<file path="config.mk">
export PLATFORM = sky130hd
export DESIGN_NAME = fetch_unit_flat
export DESIGN_NICKNAME = d
export VERILOG_FILES = /design/src/rtl/fetch_if.sv /design/src/rtl/fetch_unit.sv /design/src/flat_wrapper.sv
export SDC_FILE = /design/constraint.sdc
export NUM_CORES = 1
export LEC_CHECK = 0
export ABC_AREA = 1
export BUFFER_PORTS_ARGS = -buffer_cell sky130_fd_sc_hd__buf_2
export CELL_PAD_IN_SITES_DETAIL_PLACEMENT = 0
export CELL_PAD_IN_SITES_GLOBAL_PLACEMENT = 2
export CORE_MARGIN = 2
export CORE_UTILIZATION = 42
export CTS_BUF_LIST = sky130_fd_sc_hd__clkbuf_8
export CTS_CLUSTER_DIAMETER = 40
export CTS_CLUSTER_SIZE = 30
export DETAILED_ROUTE_END_ITERATION = 10
export GPL_ROUTABILITY_DRIVEN = 0
export PLACE_DENSITY = 0.94
export SYNTH_ARGS = -nofsm -noshare
export SYNTH_HDL_FRONTEND = slang
export SYNTH_SLANG_ARGS = --single-unit
</file>
<file path="constraint.sdc">
create_clock -name clk -period 12.1 [get_ports clk]
set_clock_uncertainty 0.15 [all_clocks]
set_input_delay 1.21 -clock clk [delete_from_list [all_inputs] [get_ports clk]]
set_output_delay 1.21 -clock clk [all_outputs]
set_load 0.1 [all_outputs]
</file>
<file path="src/rtl/fetch_if.sv">
// fetch_if: fetch front-end bus bundle (imem request/response, instruction queue head, redirect)
// master: fetch_unit side; slave: memory / decode / branch-resolution side
interface fetch_if #(parameter int XLEN = 32);
  logic            imem_req_valid;
  logic            imem_req_ready;
  logic [XLEN-1:0] imem_req_addr;
  logic            imem_resp_valid;
  logic [XLEN-1:0] imem_resp_data;
  logic            inst_valid;
  logic            inst_ready;
  logic [XLEN-1:0] inst_data;
  logic [XLEN-1:0] inst_pc;
  logic            redirect_valid;
  logic [XLEN-1:0] redirect_pc;
  modport master (
    output imem_req_valid, imem_req_addr, inst_valid, inst_data, inst_pc,
    input  imem_req_ready, imem_resp_valid, imem_resp_data, inst_ready, redirect_valid, redirect_pc
  );
  modport slave (
    input  imem_req_valid, imem_req_addr, inst_valid, inst_data, inst_pc,
    output imem_req_ready, imem_resp_valid, imem_resp_data, inst_ready, redirect_valid, redirect_pc
  );
endinterface

</file>
<file path="src/rtl/fetch_unit.sv">
// fetch_unit: sequential instruction prefetch with DEPTH-entry queue, credit-limited requests and redirect flush
// ports: clk, rst (async, active-high), bus (fetch_if.master);
// with FETCH_PERF_EN defined: perf_stall_cycles, perf_flushes (32-bit wrapping counters)
module fetch_unit #(
  parameter int              XLEN     = 32,
  parameter int              DEPTH    = 4,
  parameter logic [XLEN-1:0] RESET_PC = '0
) (
  input  logic        clk,
  input  logic        rst,
  fetch_if.master     bus
`ifdef FETCH_PERF_EN
  ,
  output logic [31:0] perf_stall_cycles,
  output logic [31:0] perf_flushes
`endif
);
  localparam int AW = $clog2(DEPTH);
  localparam int CW = AW + 1;
  logic [XLEN-1:0] fetch_pc_q, fetch_pc_d, enq_pc_q, enq_pc_d;
  logic [CW-1:0]   count_q, count_d, outstanding_q, outstanding_d, discard_q, discard_d;
  logic [AW-1:0]   rd_q, rd_d, wr_q, wr_d;
  logic [XLEN-1:0] data_mem [DEPTH];
  logic [XLEN-1:0] pc_mem [DEPTH];
  logic            fire, push, pop, drop;
  logic [CW:0]     stale_sum, stale;
  logic [XLEN-1:0] redir_pc;
  assign redir_pc           = bus.redirect_pc & ~XLEN'(3);
  assign bus.imem_req_valid = !rst && !bus.redirect_valid &&
                              (({1'b0, count_q} + {1'b0, outstanding_q}) < (CW+1)'(DEPTH));
  assign bus.imem_req_addr  = fetch_pc_q;
  assign bus.inst_valid     = count_q != '0;
  assign bus.inst_data      = data_mem[rd_q];
  assign bus.inst_pc        = pc_mem[rd_q];
  always_comb begin
    fire      = bus.imem_req_valid && bus.imem_req_ready;
    drop      = bus.imem_resp_valid && discard_q != '0;
    push      = bus.imem_resp_valid && discard_q == '0 && outstanding_q != '0 && !bus.redirect_valid;
    pop       = bus.inst_valid && bus.inst_ready && !bus.redirect_valid;
    // a response arriving in the redirect cycle is itself stale, so it consumes one credit now
    stale_sum = {1'b0, discard_q} + {1'b0, outstanding_q};
    stale     = (stale_sum == '0) ? '0 : stale_sum - (CW+1)'(bus.imem_resp_valid);
    fetch_pc_d    = bus.redirect_valid ? redir_pc : fire ? fetch_pc_q + XLEN'(4) : fetch_pc_q;
    enq_pc_d      = bus.redirect_valid ? redir_pc : push ? enq_pc_q + XLEN'(4) : enq_pc_q;
    outstanding_d = bus.redirect_valid ? '0 : outstanding_q + CW'(fire) - CW'(push);
    discard_d     = bus.redirect_valid ? (stale[CW] ? '1 : stale[CW-1:0]) : discard_q - CW'(drop);
    count_d       = bus.redirect_valid ? '0 : count_q + CW'(push) - CW'(pop);
    wr_d          = bus.redirect_valid ? '0 : wr_q + AW'(push);
    rd_d          = bus.redirect_valid ? '0 : rd_q + AW'(pop);
  end
  always_ff @(posedge clk or posedge rst) begin
    if (rst) begin
      fetch_pc_q    <= RESET_PC;
      enq_pc_q      <= RESET_PC;
      count_q       <= '0;
      outstanding_q <= '0;
      discard_q     <= '0;
      rd_q          <= '0;
      wr_q          <= '0;
    end else begin
      fetch_pc_q    <= fetch_pc_d;
      enq_pc_q      <= enq_pc_d;
      count_q       <= count_d;
      outstanding_q <= outstanding_d;
      discard_q     <= discard_d;
      rd_q          <= rd_d;
      wr_q          <= wr_d;
    end
  end
  always_ff @(posedge clk) begin
    if (push) begin
      data_mem[wr_q] <= bus.imem_resp_data;
      pc_mem[wr_q]   <= enq_pc_q;
    end
  end
`ifdef FETCH_PERF_EN
  logic [31:0] perf_stall_q, perf_stall_d, perf_flush_q, perf_flush_d;
  always_comb begin
    perf_stall_d = perf_stall_q + 32'(bus.inst_ready && !bus.inst_valid && !bus.redirect_valid);
    perf_flush_d = perf_flush_q + 32'(bus.redirect_valid);
  end
  always_ff @(posedge clk or posedge rst) begin
    if (rst) begin
      perf_stall_q <= '0;
      perf_flush_q <= '0;
    end else begin
      perf_stall_q <= perf_stall_d;
      perf_flush_q <= perf_flush_d;
    end
  end
  assign perf_stall_cycles = perf_stall_q;
  assign perf_flushes      = perf_flush_q;
`endif
endmodule

</file>
<file path="src/flat_wrapper.sv">
// flat-port wrapper written by rule: the top's interface ports become plain ports
module fetch_unit_flat 
#(
  parameter int              XLEN     = 32,
  parameter int              DEPTH    = 4,
  parameter logic [XLEN-1:0] RESET_PC = '0
)
  (clk, rst, bus_imem_req_valid, bus_imem_req_addr, bus_inst_valid, bus_inst_data, bus_inst_pc, bus_imem_req_ready, bus_imem_resp_valid, bus_imem_resp_data, bus_inst_ready, bus_redirect_valid, bus_redirect_pc);
  fetch_if #(.XLEN(XLEN)) bus_i ();
  input  logic clk;
  input  logic rst;
  output wire logic [$bits(bus_i.imem_req_valid)-1:0] bus_imem_req_valid;
  output wire logic [$bits(bus_i.imem_req_addr)-1:0] bus_imem_req_addr;
  output wire logic [$bits(bus_i.inst_valid)-1:0] bus_inst_valid;
  output wire logic [$bits(bus_i.inst_data)-1:0] bus_inst_data;
  output wire logic [$bits(bus_i.inst_pc)-1:0] bus_inst_pc;
  input wire logic [$bits(bus_i.imem_req_ready)-1:0] bus_imem_req_ready;
  input wire logic [$bits(bus_i.imem_resp_valid)-1:0] bus_imem_resp_valid;
  input wire logic [$bits(bus_i.imem_resp_data)-1:0] bus_imem_resp_data;
  input wire logic [$bits(bus_i.inst_ready)-1:0] bus_inst_ready;
  input wire logic [$bits(bus_i.redirect_valid)-1:0] bus_redirect_valid;
  input wire logic [$bits(bus_i.redirect_pc)-1:0] bus_redirect_pc;
  assign bus_imem_req_valid = bus_i.imem_req_valid;
  assign bus_imem_req_addr = bus_i.imem_req_addr;
  assign bus_inst_valid = bus_i.inst_valid;
  assign bus_inst_data = bus_i.inst_data;
  assign bus_inst_pc = bus_i.inst_pc;
  assign bus_i.imem_req_ready = bus_imem_req_ready;
  assign bus_i.imem_resp_valid = bus_imem_resp_valid;
  assign bus_i.imem_resp_data = bus_imem_resp_data;
  assign bus_i.inst_ready = bus_inst_ready;
  assign bus_i.redirect_valid = bus_redirect_valid;
  assign bus_i.redirect_pc = bus_redirect_pc;
  fetch_unit #(.XLEN(XLEN), .DEPTH(DEPTH), .RESET_PC(RESET_PC)) u_core (.clk(clk), .rst(rst), .bus(bus_i));
endmodule
</file>
==> metrics <==
gr usage total 19.1%; final worst path period share 40.5%; setup ws final 7.20 ns; number of flops mapped to enable cells by yosys 248; Final Hold Vio Count 0; CP required 10.74 ns; worst min-delay path category register to register; post-synthesis area per instance 10.0 sq um; most frequent cells in the layout nand2_1 (334), edfxtp_1 (248), nor2_1 (220); final setup violation count 0; Net Sw Power 0.00123 W; Die Area 0.0361 sq mm; Ys Warns 0; Layout fillers 3156; DP HPWL 21.5 mm; pwr/cell area 187 mW/mm^2; most common cell after layout, fill and taps aside nand2_1; Setup Fix Bufs, Post-CTS 0; Pint 0.00187 W; R2R depth 10; # H-tree levels 2; Gate power share 28.7%; unique cell type count in the Yosys netlist 36; RSZ-0062 raised after global routing false; CP endpoint kind output port; Core Region 0.0343 sq mm; total CTS buffers 40; cells resized by post-CTS repair 0; CP delay by family, top buffers and inverters; area growth from synthesis to layout 14.5%; TNS Setup 0 ns; CTS tree built; CTS root buffer clkbuf_8; final core utilization 48.5%; hold buffers post-CTS 0; DR vias 10400; Slew headroom 30.2%; hold depth 0; Die W 190 um; vias in the first global route 10100; Max Clock Freq 0.204 GHz; pre-CTS WS 7.66 ns; largest net degree at the start of global routing 74; Worst Path Max Fanout 72; total grt overflow 0; CP bufs+invs 3; Die H 190 um; Slowest cell on crit path dfrtp_4; IO Pins 168; Max Slew Vio Count 0; Cells after Synth 1449; WP data arrival 3.54 ns; Main synth FF type edfxtp_1; CTS sink cnt 321; final instance area 0.0166 sq mm; 1st-iter DRT viols 584; critical path class register to output port; register area share after synthesis 63.9%; Initial Utilization 42.3%; Via density 5.00; Routed Antenna Nets 0; crit path cell chain clkinv_2 -> buf_4 -> o21ai_0 -> o22ai_1 -> buf_2; critical path depth 5; Sequential Power Share 43.0%; post-route DRC violation count 0; share of cells above drive strength 1 16.4%; Pre-antenna DRT Iters 5; Clk Latency, worst-skew pair 0.55 ns; slowest stage delay, CP 0.71 ns; Async SR Flop Fraction 22.7%; Seq cells post-synth 321; global-route wire length before repair 53.9 mm; Worst Setup Start Kind register; WL per Instance 16.5 um; PortBufs 161; antenna cells 0; Post-DP Area 0.0157 sq mm; clock power share 28.3%; Leak 6.73 nW; status finished, final reports clean; Slew @ Worst Pin 1.05 ns; Max Cap Viol 0; Rows 68; antenna violations before repair 0; sw frac 39.7%; Net count, final 1691; synthesized area 0.0145 sq mm; Clock Tree Buf Depth 3; VDD IR max 0.0986 mV; Tmin final 4.90 ns; Routed WL 34.5 mm; Clock Pin Slew Worst Setup and Hold Paths 0.10 ns
-- sequential cells by signal, summed over array words and instances (netlist names) --
signal,flops
u_core.bus.imem_req_addr,30
u_core.count_q,3
u_core.data_mem,128
u_core.discard_q,3
u_core.enq_pc_q,30
u_core.outstanding_q,3
u_core.pc_mem,120
u_core.rd_q,2
u_core.wr_q,2
-- cell usage after synthesis, drive strengths merged (5+ instances only) --
cell,count,area (sq um)
o211ai,6,45.0
nand2,339,1290
nand3b,7,65.1
o22ai,62,388
nand4,5,37.5
dfrtp,73,1830
ha,17,213
edfxtp,248,7450
a21oi,6,30.0
clkbuf,38,143
xnor2,8,70.1
o21ai,151,756
inv,116,440
nand3,89,445
nor2,226,868
buf,25,169
xor2,13,114
nor3,7,40.0
-- layout make-up --
type | instances | area, sq um | area share, %
inverter | 116 | 442 | 2.66
clock buffer | 44 | 606 | 3.64
sequential | 321 | 9280 | 55.8
tap | 455 | 569 | 3.43
multi-input combinational | 952 | 4520 | 27.2
clock inverter | 30 | 329 | 1.98
timing repair buffer | 170 | 873 | 5.26
-- path summary, 6_finish.rpt --
kind | startpoint | to | slack (ns)
max | u_core.rd_q[0] | bus_inst_pc[6] | 7.20
min | u_core.enq_pc_q[31] | u_core.pc_mem[2][31] | 0.41
max reg2reg | u_core.discard_q[1] | u_core.outstanding_q[2] | 9.07
min reg2reg | u_core.enq_pc_q[31] | u_core.pc_mem[2][31] | 0.41
max in group asynchronous | rst | u_core.rd_q[0] | 10.15
min in group asynchronous | rst | u_core.discard_q[1] | 0.89
-- power by group through the flow --
stage	sequential (W)	combinational [W]	clock, W
global route	0.00134	0.000955	0.000942
CTS	0.00133	0.000898	0.000902
global placement	0.00135	0.000887	0
floorplan	0.00144	0.000636	0
finish	0.00133	0.000890	0.000878
detailed placement	0.00136	0.000896	0
-- metrics by stage --
stage          hold slack (ns)  power [W]  std cells
5_1_grt                  0.427    0.00324       2088
3_3_place_gp             0.415    0.00224       2014
3_5_place_dp             0.411    0.00225       2014
2_1_floorplan            0.321    0.00208       1452
4_1_cts                  0.398    0.00313       2088
6_report                 0.412    0.00310       2088
-- routing by layer --
layer  vias up  global-route usage [%]  wire length, um
li1       5218                       -                -
met1      4886                    26.3            15700
met2       287                    31.9            16000
met3        46                    2.84             2210
met4         0                    4.71              594
met5         -                       0                0
-- logic make-up after synthesis --
kind of cell	after synthesis	share of synthesized area [%]
and+or+nand+nor	678	19.1
DFF	321	63.9
AOI/OAI and AO/OA	229	8.60
buffers and inverters	179	5.18
xor gates and xnor gates	21	1.27
adders and majority gates	20	1.88
other	1	0.0258
Note: power is estimated with default switching activity, not from simulation.
